==> config.mk <==
export PLATFORM = sky130hd
export DESIGN_NAME = executs_md
export DESIGN_NICKNAME = d
export VERILOG_FILES = /design/src/rtl/executs_md.sv
export SDC_FILE = /design/constraint.sdc
export NUM_CORES = 1
export LEC_CHECK = 0
export CAP_MARGIN = 30
export CORE_MARGIN = 2
export CORE_UTILIZATION = 50
export CTS_BUF_LIST = sky130_fd_sc_hd__clkbuf_8 sky130_fd_sc_hd__clkbuf_16
export DETAILED_ROUTE_END_ITERATION = 8
export GPL_TIMING_DRIVEN = 0
export MAX_ROUTING_LAYER = met4
export PLACE_DENSITY = 0.78
export SKIP_CTS_REPAIR_TIMING = 1
export SLEW_MARGIN = 15
export SYNTH_ARGS = -nofsm -noshare
export SYNTH_HDL_FRONTEND = slang
export SYNTH_SLANG_ARGS = --single-unit
==> constraint.sdc <==
create_clock -name clock -period 4.35 [get_ports clock]
set_clock_uncertainty 0.2 [all_clocks]
set_input_delay 0.435 -clock clock [delete_from_list [all_inputs] [get_ports clock]]
set_output_delay 0.435 -clock clock [all_outputs]
set_load 0.01 [all_outputs]
==> src/rtl/executs_md.sv <==
// rtl/executs_md.sv - iterative HI/LO multiply/divide unit (multu, mult, divu, div, mthi, mtlo)
module executs_md #(
    parameter int WIDTH = 32
) (
    input  logic             clock,
    input  logic             reset,
    input  logic             start,
    input  logic [1:0]       op,
    input  logic [WIDTH-1:0] operand_a,
    input  logic [WIDTH-1:0] operand_b,
    input  logic             mthi,
    input  logic             mtlo,
    input  logic [WIDTH-1:0] wdata,
    output logic [WIDTH-1:0] hi,
    output logic [WIDTH-1:0] lo,
    output logic             busy,
    output logic             done,
    output logic             div_by_zero
);

    localparam int CW = $clog2(WIDTH + 1);

    typedef enum logic [1:0] {
        S_IDLE   = 2'd0,
        S_RUN    = 2'd1,
        S_FINISH = 2'd2
    } state_t;

    state_t state;
    state_t state_nx;

    // Operation context captured at the start edge
    logic [CW-1:0]    count;
    logic             is_div;
    logic             neg_main;   // negate product or quotient
    logic             neg_rem;    // negate remainder (dividend was negative)
    logic             dz_flag;    // divide with zero divisor: result is discarded

    // Iteration registers: acc is the product high half / partial remainder,
    // shreg holds the multiplier (shifting out) or dividend/quotient,
    // mag_b is the multiplicand or divisor magnitude.
    logic [WIDTH-1:0] acc;
    logic [WIDTH-1:0] shreg;
    logic [WIDTH-1:0] mag_b;

    // Control strobes decoded from state
    logic             load;
    logic             step;
    logic             finish;
    logic             move_hi;
    logic             move_lo;

    // Operand magnitudes and signs at the start edge
    logic             a_neg;
    logic             b_neg;
    logic [WIDTH-1:0] mag_a_in;
    logic [WIDTH-1:0] mag_b_in;

    // Per-iteration arithmetic
    logic [WIDTH:0]   mul_sum;
    logic [WIDTH:0]   div_shift;
    logic [WIDTH-1:0] div_sub;
    logic             div_ge;

    // Final results after sign fix-up
    logic [2*WIDTH-1:0] product;
    logic [2*WIDTH-1:0] prod_fix;
    logic [WIDTH-1:0]   quot_fix;
    logic [WIDTH-1:0]   rem_fix;

    // State register
    always_ff @(posedge clock or negedge reset) begin
        if (!reset) begin
            state <= S_IDLE;
        end else begin
            state <= state_nx;
        end
    end

    // Next-state logic: RUN lasts exactly WIDTH cycles, FINISH one cycle
    always_comb begin
        state_nx = state;
        case (state)
            S_IDLE:   if (start) state_nx = S_RUN;
            S_RUN:    if (count == CW'(1)) state_nx = S_FINISH;
            S_FINISH: state_nx = S_IDLE;
            default:  state_nx = S_IDLE;
        endcase
    end

    // Output/strobe decode: start beats a simultaneous move, moves ignored when busy
    always_comb begin
        load    = 1'b0;
        step    = 1'b0;
        finish  = 1'b0;
        move_hi = 1'b0;
        move_lo = 1'b0;
        case (state)
            S_IDLE: begin
                load    = start;
                move_hi = !start && mthi;
                move_lo = !start && mtlo;
            end
            S_RUN:    step   = 1'b1;
            S_FINISH: finish = 1'b1;
            default: ;
        endcase
    end

    // Operand magnitudes: only the signed ops (op[0]=1) treat the MSB as a sign
    always_comb begin
        a_neg    = op[0] && operand_a[WIDTH-1];
        b_neg    = op[0] && operand_b[WIDTH-1];
        mag_a_in = a_neg ? -operand_a : operand_a;
        mag_b_in = b_neg ? -operand_b : operand_b;
    end

    // One shift-add or restoring shift-subtract step
    always_comb begin
        mul_sum   = {1'b0, acc} + (shreg[0] ? {1'b0, mag_b} : {(WIDTH+1){1'b0}});
        div_shift = {acc, shreg[WIDTH-1]};
        div_ge    = div_shift >= {1'b0, mag_b};
        // When div_ge holds the true difference is below mag_b, so WIDTH bits suffice
        div_sub   = div_shift[WIDTH-1:0] - mag_b;
    end

    // Sign fix-up of the unsigned magnitude results
    always_comb begin
        product  = {acc, shreg};
        prod_fix = neg_main ? -product : product;
        quot_fix = neg_main ? -shreg : shreg;
        rem_fix  = neg_rem ? -acc : acc;
    end

    // Iteration datapath and latched operation context
    always_ff @(posedge clock or negedge reset) begin
        if (!reset) begin
            count    <= '0;
            is_div   <= 1'b0;
            neg_main <= 1'b0;
            neg_rem  <= 1'b0;
            dz_flag  <= 1'b0;
            acc      <= '0;
            shreg    <= '0;
            mag_b    <= '0;
        end else if (load) begin
            count    <= CW'(WIDTH);
            is_div   <= op[1];
            neg_main <= a_neg ^ b_neg;
            neg_rem  <= a_neg;
            dz_flag  <= op[1] && (operand_b == '0);
            acc      <= '0;
            shreg    <= mag_a_in;
            mag_b    <= mag_b_in;
        end else if (step) begin
            count <= count - CW'(1);
            if (is_div) begin
                acc   <= div_ge ? div_sub : div_shift[WIDTH-1:0];
                shreg <= {shreg[WIDTH-2:0], div_ge};
            end else begin
                acc   <= mul_sum[WIDTH:1];
                shreg <= {mul_sum[0], shreg[WIDTH-1:1]};
            end
        end
    end

    // Architectural HI/LO: written by a finished operation or by a move in IDLE
    always_ff @(posedge clock or negedge reset) begin
        if (!reset) begin
            hi <= '0;
            lo <= '0;
        end else if (finish) begin
            if (!is_div) begin
                hi <= prod_fix[2*WIDTH-1:WIDTH];
                lo <= prod_fix[WIDTH-1:0];
            end else if (!dz_flag) begin
                hi <= rem_fix;
                lo <= quot_fix;
            end
        end else begin
            if (move_hi) hi <= wdata;
            if (move_lo) lo <= wdata;
        end
    end

    // Status flags: busy spans start edge to result edge, done/div_by_zero pulse once
    always_ff @(posedge clock or negedge reset) begin
        if (!reset) begin
            busy        <= 1'b0;
            done        <= 1'b0;
            div_by_zero <= 1'b0;
        end else begin
            if (load) begin
                busy <= 1'b1;
            end else if (finish) begin
                busy <= 1'b0;
            end
            done        <= finish;
            div_by_zero <= finish && dz_flag;
        end
    end

endmodule

Word-level counts from Yosys, hierarchy flattened
Index checks and enable logic that the tools add are counted.
W data, S select, Z words.
{"block": "word_totals", "latch_bits": 0, "ramBits": 0, "n_memories": 0, "output_inout_bits": 67, "regBits": 175, "romBits": 0, "wordCells": 79}
{"block": "op_classes", "div_mod_pow": 0, "reduce_logical": 16, "mux": 33, "order_cmp": 1, "bitwise": 1, "addsub": 8, "eq_ne": 6, "multipliers": 0, "n_shift": 0}
{"op": "$mux W32", "count": 20}
{"op": "$neg A32 Y32", "count": 4}
{"op": "$mux W64", "count": 1}
{"op": "$neg A64 Y64", "count": 1}
{"op": "$add A32 B32 Y33", "count": 1}
{"op": "$ge A33 B32 Y1", "count": 1}
{"op": "$logic_not A32 Y1", "count": 1}
{"op": "$sub A32 B32 Y32", "count": 1}
{"op": "$mux W6", "count": 2}
{"op": "$reduce_bool A2 Y1", "count": 4}
{"op": "$mux W1", "count": 7}
{"op": "$eq A6 B1 Y1 const B", "count": 1}
{"op": "$logic_and A1 B1 Y1", "count": 6}
{"op": "$reduce_and A2 Y1", "count": 3}
{"op": "$sub A6 B1 Y6 const B", "count": 1}
{"op": "$mux W2", "count": 2}
{"op": "$ne A2 B2 Y1 const B", "count": 2}
{"op": "$pmux W2 S2", "count": 1}
{"op": "$ne A3 B3 Y1 const B", "count": 1}
{"op": "$eq A2 B1 Y1 const B", "count": 1}
{"op": "$eq A2 B2 Y1 const B", "count": 1}
{"op": "$logic_not A2 Y1", "count": 1}
{"op": "$logic_not A1 Y1", "count": 1}
{"op": "$xor A1 B1 Y1", "count": 1}

Depth between registers and ports, before layout
{"block": "logic_depth", "word_depth": 5, "depth_mapped": 15, "depth_no_buf": 14}

Worst setup path before layout
Ideal clock, no wire load.
{"block": "synth_timing", "kind": "reg-to-reg", "from": "register shreg[31]", "to": "register acc[24]", "stages_incl_launch_ff": 15, "period_less_slack_ps": 3635, "t_required_ps": 4024, "t_arrival_ps": 3309, "setup_ps": 126, "path_slack_ps": 715, "cell_sequence": "dfrtp_1 > inv_1 > ha_1 > inv_1 > fa_1 > a21o_1 > a21oi_1 > o21ai_0 > a311o_1 > a221oi_1 > o21bai_1 > a21boi_0 > xnor2_1 > a32o_1 > a311o_1"}
{"block": "synth_between", "elab_chain_cells": 5}
{"item": "start, declared", "line_no": "43", "text": "logic [WIDTH-1:0] shreg;"}
{"item": "start signal, assigned", "line_no": "153", "text": "shreg <= mag_a_in;"}
{"item": "start signal, assigned", "line_no": "159", "text": "shreg <= {shreg[WIDTH-2:0], div_ge};"}
{"item": "start signal, assigned", "line_no": "162", "text": "shreg <= {mul_sum[0], shreg[WIDTH-1:1]};"}
{"item": "$sub A32 B32 Y32 / $ge A33 B32 Y1 (equally long branches)", "line_no": "124, 122"}
{"item": "$mux W32 *", "line_no": "158", "text": "acc <= div_ge ? div_sub : div_shift[WIDTH-1:0];"}
{"item": "$mux W32 *", "line_no": "157", "text": "if (is_div) begin"}
{"item": "$mux W32 *", "line_no": "155", "text": "end else if (step) begin"}
{"item": "$mux W32 *", "line_no": "146", "text": "end else if (load) begin"}
{"item": "end signal, assigned", "line_no": "158"}
{"item": "end signal, assigned", "line_no": "161", "text": "acc <= mul_sum[WIDTH:1];"}
{"item": "end, declared", "line_no": "42", "text": "logic [WIDTH-1:0] acc;"}
Mark *: on every way between the ends. The rest lies on a longest branch, timed or not. The select of a mux whose other input is x is not followed.
A chain may end at the register's enable or synchronous reset.

Final worst setup path
{"block": "layout_timing", "from": "register acc[2]", "to": "register acc[3]"}
{"block": "layout_between", "elab_chain_cells": 5}
{"item": "$sub A32 B32 Y32 / $ge A33 B32 Y1 (equally long branches)", "line_no": "124, 122"}
{"item": "$mux W32", "line_no": "158"}
{"item": "$mux W32 *", "line_no": "157"}
{"item": "$mux W32 *", "line_no": "155"}
{"item": "$mux W32 *", "line_no": "146"}
Marks and branches as above.

==> reports/results.ini <==
[route]
wl_um=53400
route.detailed.drc=0
vias_per_cell=6.24
num_vias=15428
ant_nets=0
firstDrtPassIters=6
drt-initial-drc-count=1840
wl_per_cell_um=21.6

[sta]
timing.hold.ws_ns=0.278
fin_setup_tns_ns=0
max_freq_mhz=234
hold_viol=0
finalMaxSlewViolations=0
finalCritPeriodShare_pct=98.1
worst_slack_ns=0.0842
fin_crit_ns=4.27
tightestPinTransition_ns=0.973
relSlewSlack_pct=34.9
setup_viol=0

[floorplan]
ioPinCount=170
die_h_um=175
die_w_um=175
start_util_pct=51.0
row_count=62
die-area_mm2=0.0307
core_area_mm2=0.0288

[synth]
syn_area_per_cell_um2=7.80
synth_ff_type=dfrtp_1
synth_cell_types=73
synth_seq_area_share_pct=29.9
synth_area_mm2=0.0147
ys.warnings.count=0
netlist_instances=1880
ys_seq_elements=175
async_flop_share_pct=100
synth_edf_count=0
syn_nets=2055

[worst_setup_path]
criticalPathCategory=flip-flop to flip-flop
crit_arrival_ns=4.43
start_kind=flip-flop
worst_ep_required_time_ns=4.52
cp_max_fo=7
end_kind=flip-flop

[clock_network]
cts_buffers=17
ctsRootBufferMaster=clkbuf_16
htreeDepth=4
path_clk_slew_ns=0.07
cts_tree=yes
cts.path.max_buffers=2
insertion_delay_ns=0.46
clock-sinks=175

[grt]
grt_max_degree=103
grt_use_total_pct=35.5
grt_pass1_vias=14584
grt_pass1_wl_um=82000
grt_overflow=0
antenna_found_initial=0

[place]
preCtsSetupSlack_ns=-0.714
io_buffers=169
place_hpwl_um=42200
gp_congestion=1.02
dp_cells=2437

[layout]
syn2layout_area_growth_pct=20.1
drive_gt1_share_pct=4.11
diodes=0
layout.nets=2252
final_cell_mix=nand2_1 (232), o21ai_0 (187), nor2_1 (174)
finalNonFillerCells=2474
mostFrequentLayoutCell=nand2_1

[power]
p_per_area_mw_per_mm2=918
p_leak_nw=7.51
ir_drop_mv=0.380

[flow_run]
drv_cap=0

[hold_path]
hold_class=flip-flop to flip-flop

[outcome]
status=completed

## synth_stat cells (6+ instances only)
library cell  number  area, um^2
a211o_1            6        52.6
a21oi_1          139         696
o41ai_1            9        78.8
or4_1             12        90.1
o21ai_0          191         956
nor3_1            37         185
a22oi_1           20         150
buf_1              6        22.5
or3_1             23         144
o31ai_1           35         263
o21bai_1           8        60.1
ha_1              70         876
xnor2_1          103         902
nor2_1           175         657
and2_1            21         131
a211oi_1          13        97.6
nand2_1          232         871
nand4_1           11        68.8
nand3_1           37         185
a21o_1            45         338
or2_2              8        50.1
dfrtp_1          175        4380
o211ai_1          38         285
clkbuf_1         100         375
nor4_1            22         138
xor2_1            69         604
inv_1             66         248
nor2b_1            6        37.5
nand2b_1          17         106
o21a_1            14         105
a31oi_1           16         100
mux2i_1           53         531
a21boi_0           6        45.0
and3_1            14        87.6
o221ai_1          10        87.6
## metal layers
metal	wire, um	share of wire [%]	track usage [%]	vias to the layer above
met5	0	0	-	-
met1	23200	43	49.5	7357
met3	5400	10	6.32	123
met4	1840	3.4	13.6	0
li1	-	-	-	7110
met2	23000	43	51.4	838
## cell type report
| type | count | area, um^2 |
|---|---|---|
| fillers | 2602 | 11200 |
| multi-input cells | 1524 | 9640 |
| flip-flops and latches | 175 | 4380 |
| repair buffers | 178 | 1820 |
| well taps | 384 | 480 |
| plain buffers | 113 | 462 |
| clock buffers | 17 | 425 |
| inverters | 68 | 255 |
| clock inverters | 15 | 151 |
## critical path, cell delays in order (launching register included)
cell            delay (ns)
dfrtp_1               0.47
ha_1                  0.38
and3_1                0.28
o21ai_1               0.13
nand3_2               0.19
a211oi_2              0.28
a2111oi_0             0.11
dlymetal6s2s_1        0.22
or3b_2                0.55
a2111oi_4             0.52
buf_4                 0.26
nor3_1                0.08
a211o_1               0.34
a31oi_1               0.18
## state kept, by name, indices dropped and copies added (netlist names)
signal and flops:
hi 32, state 2, mag_b 32, lo 32
count 6, neg_main 1, done 1, div_by_zero 1
shreg 32, acc 32, dz_flag 1, neg_rem 1
busy 1, is_div 1
## final timing paths
kind | from | end | slack [ns] | cells after the start
worst max-delay path | acc[2] | acc[3] | 0.08 | 13
worst min-delay path | mag_b[7] | mag_b[7] | 0.28 | 2
worst max register to register | acc[2] | acc[3] | 0.08 | 13
worst min register to register | mag_b[7] | mag_b[7] | 0.28 | 2
max in group asynchronous | reset | hi[22] | 2.77 | 4
min in group asynchronous | reset | shreg[12] | 0.38 | 3
## power breakdown
group          total [W]  switching (W)  internal, W  leakage [nW]
clock network    0.00154       0.000777     0.000761         0.284
logic             0.0111        0.00667      0.00446          5.10
registers        0.00349        0.00102      0.00247          2.13
## stage by stage
step	power [W]	util, %	area [um^2]
floorplan	0.0104	-	14700
global placement	0.0139	58.5	16800
detailed placement	0.0141	58.8	16900
CTS	0.0157	60.8	17500
global route	0.0173	61.2	17600
finish	0.0162	61.2	17600
## logic make-up (layout without fill, tap and decap cells)
logic type	count (synthesis)	count (layout)	share of synthesized area (%)
AND/OR/NAND/NOR	636	636	20.1
AO/OA/AOI/OAI	589	589	25.0
buffers and inverters	181	391	4.75
flip-flops	175	175	29.9
XOR/XNOR	172	172	10.3
adder cells (fa/ha/maj)	72	72	6.24
multiplexers	55	55	3.77
(Power assumes the default switching activity.)
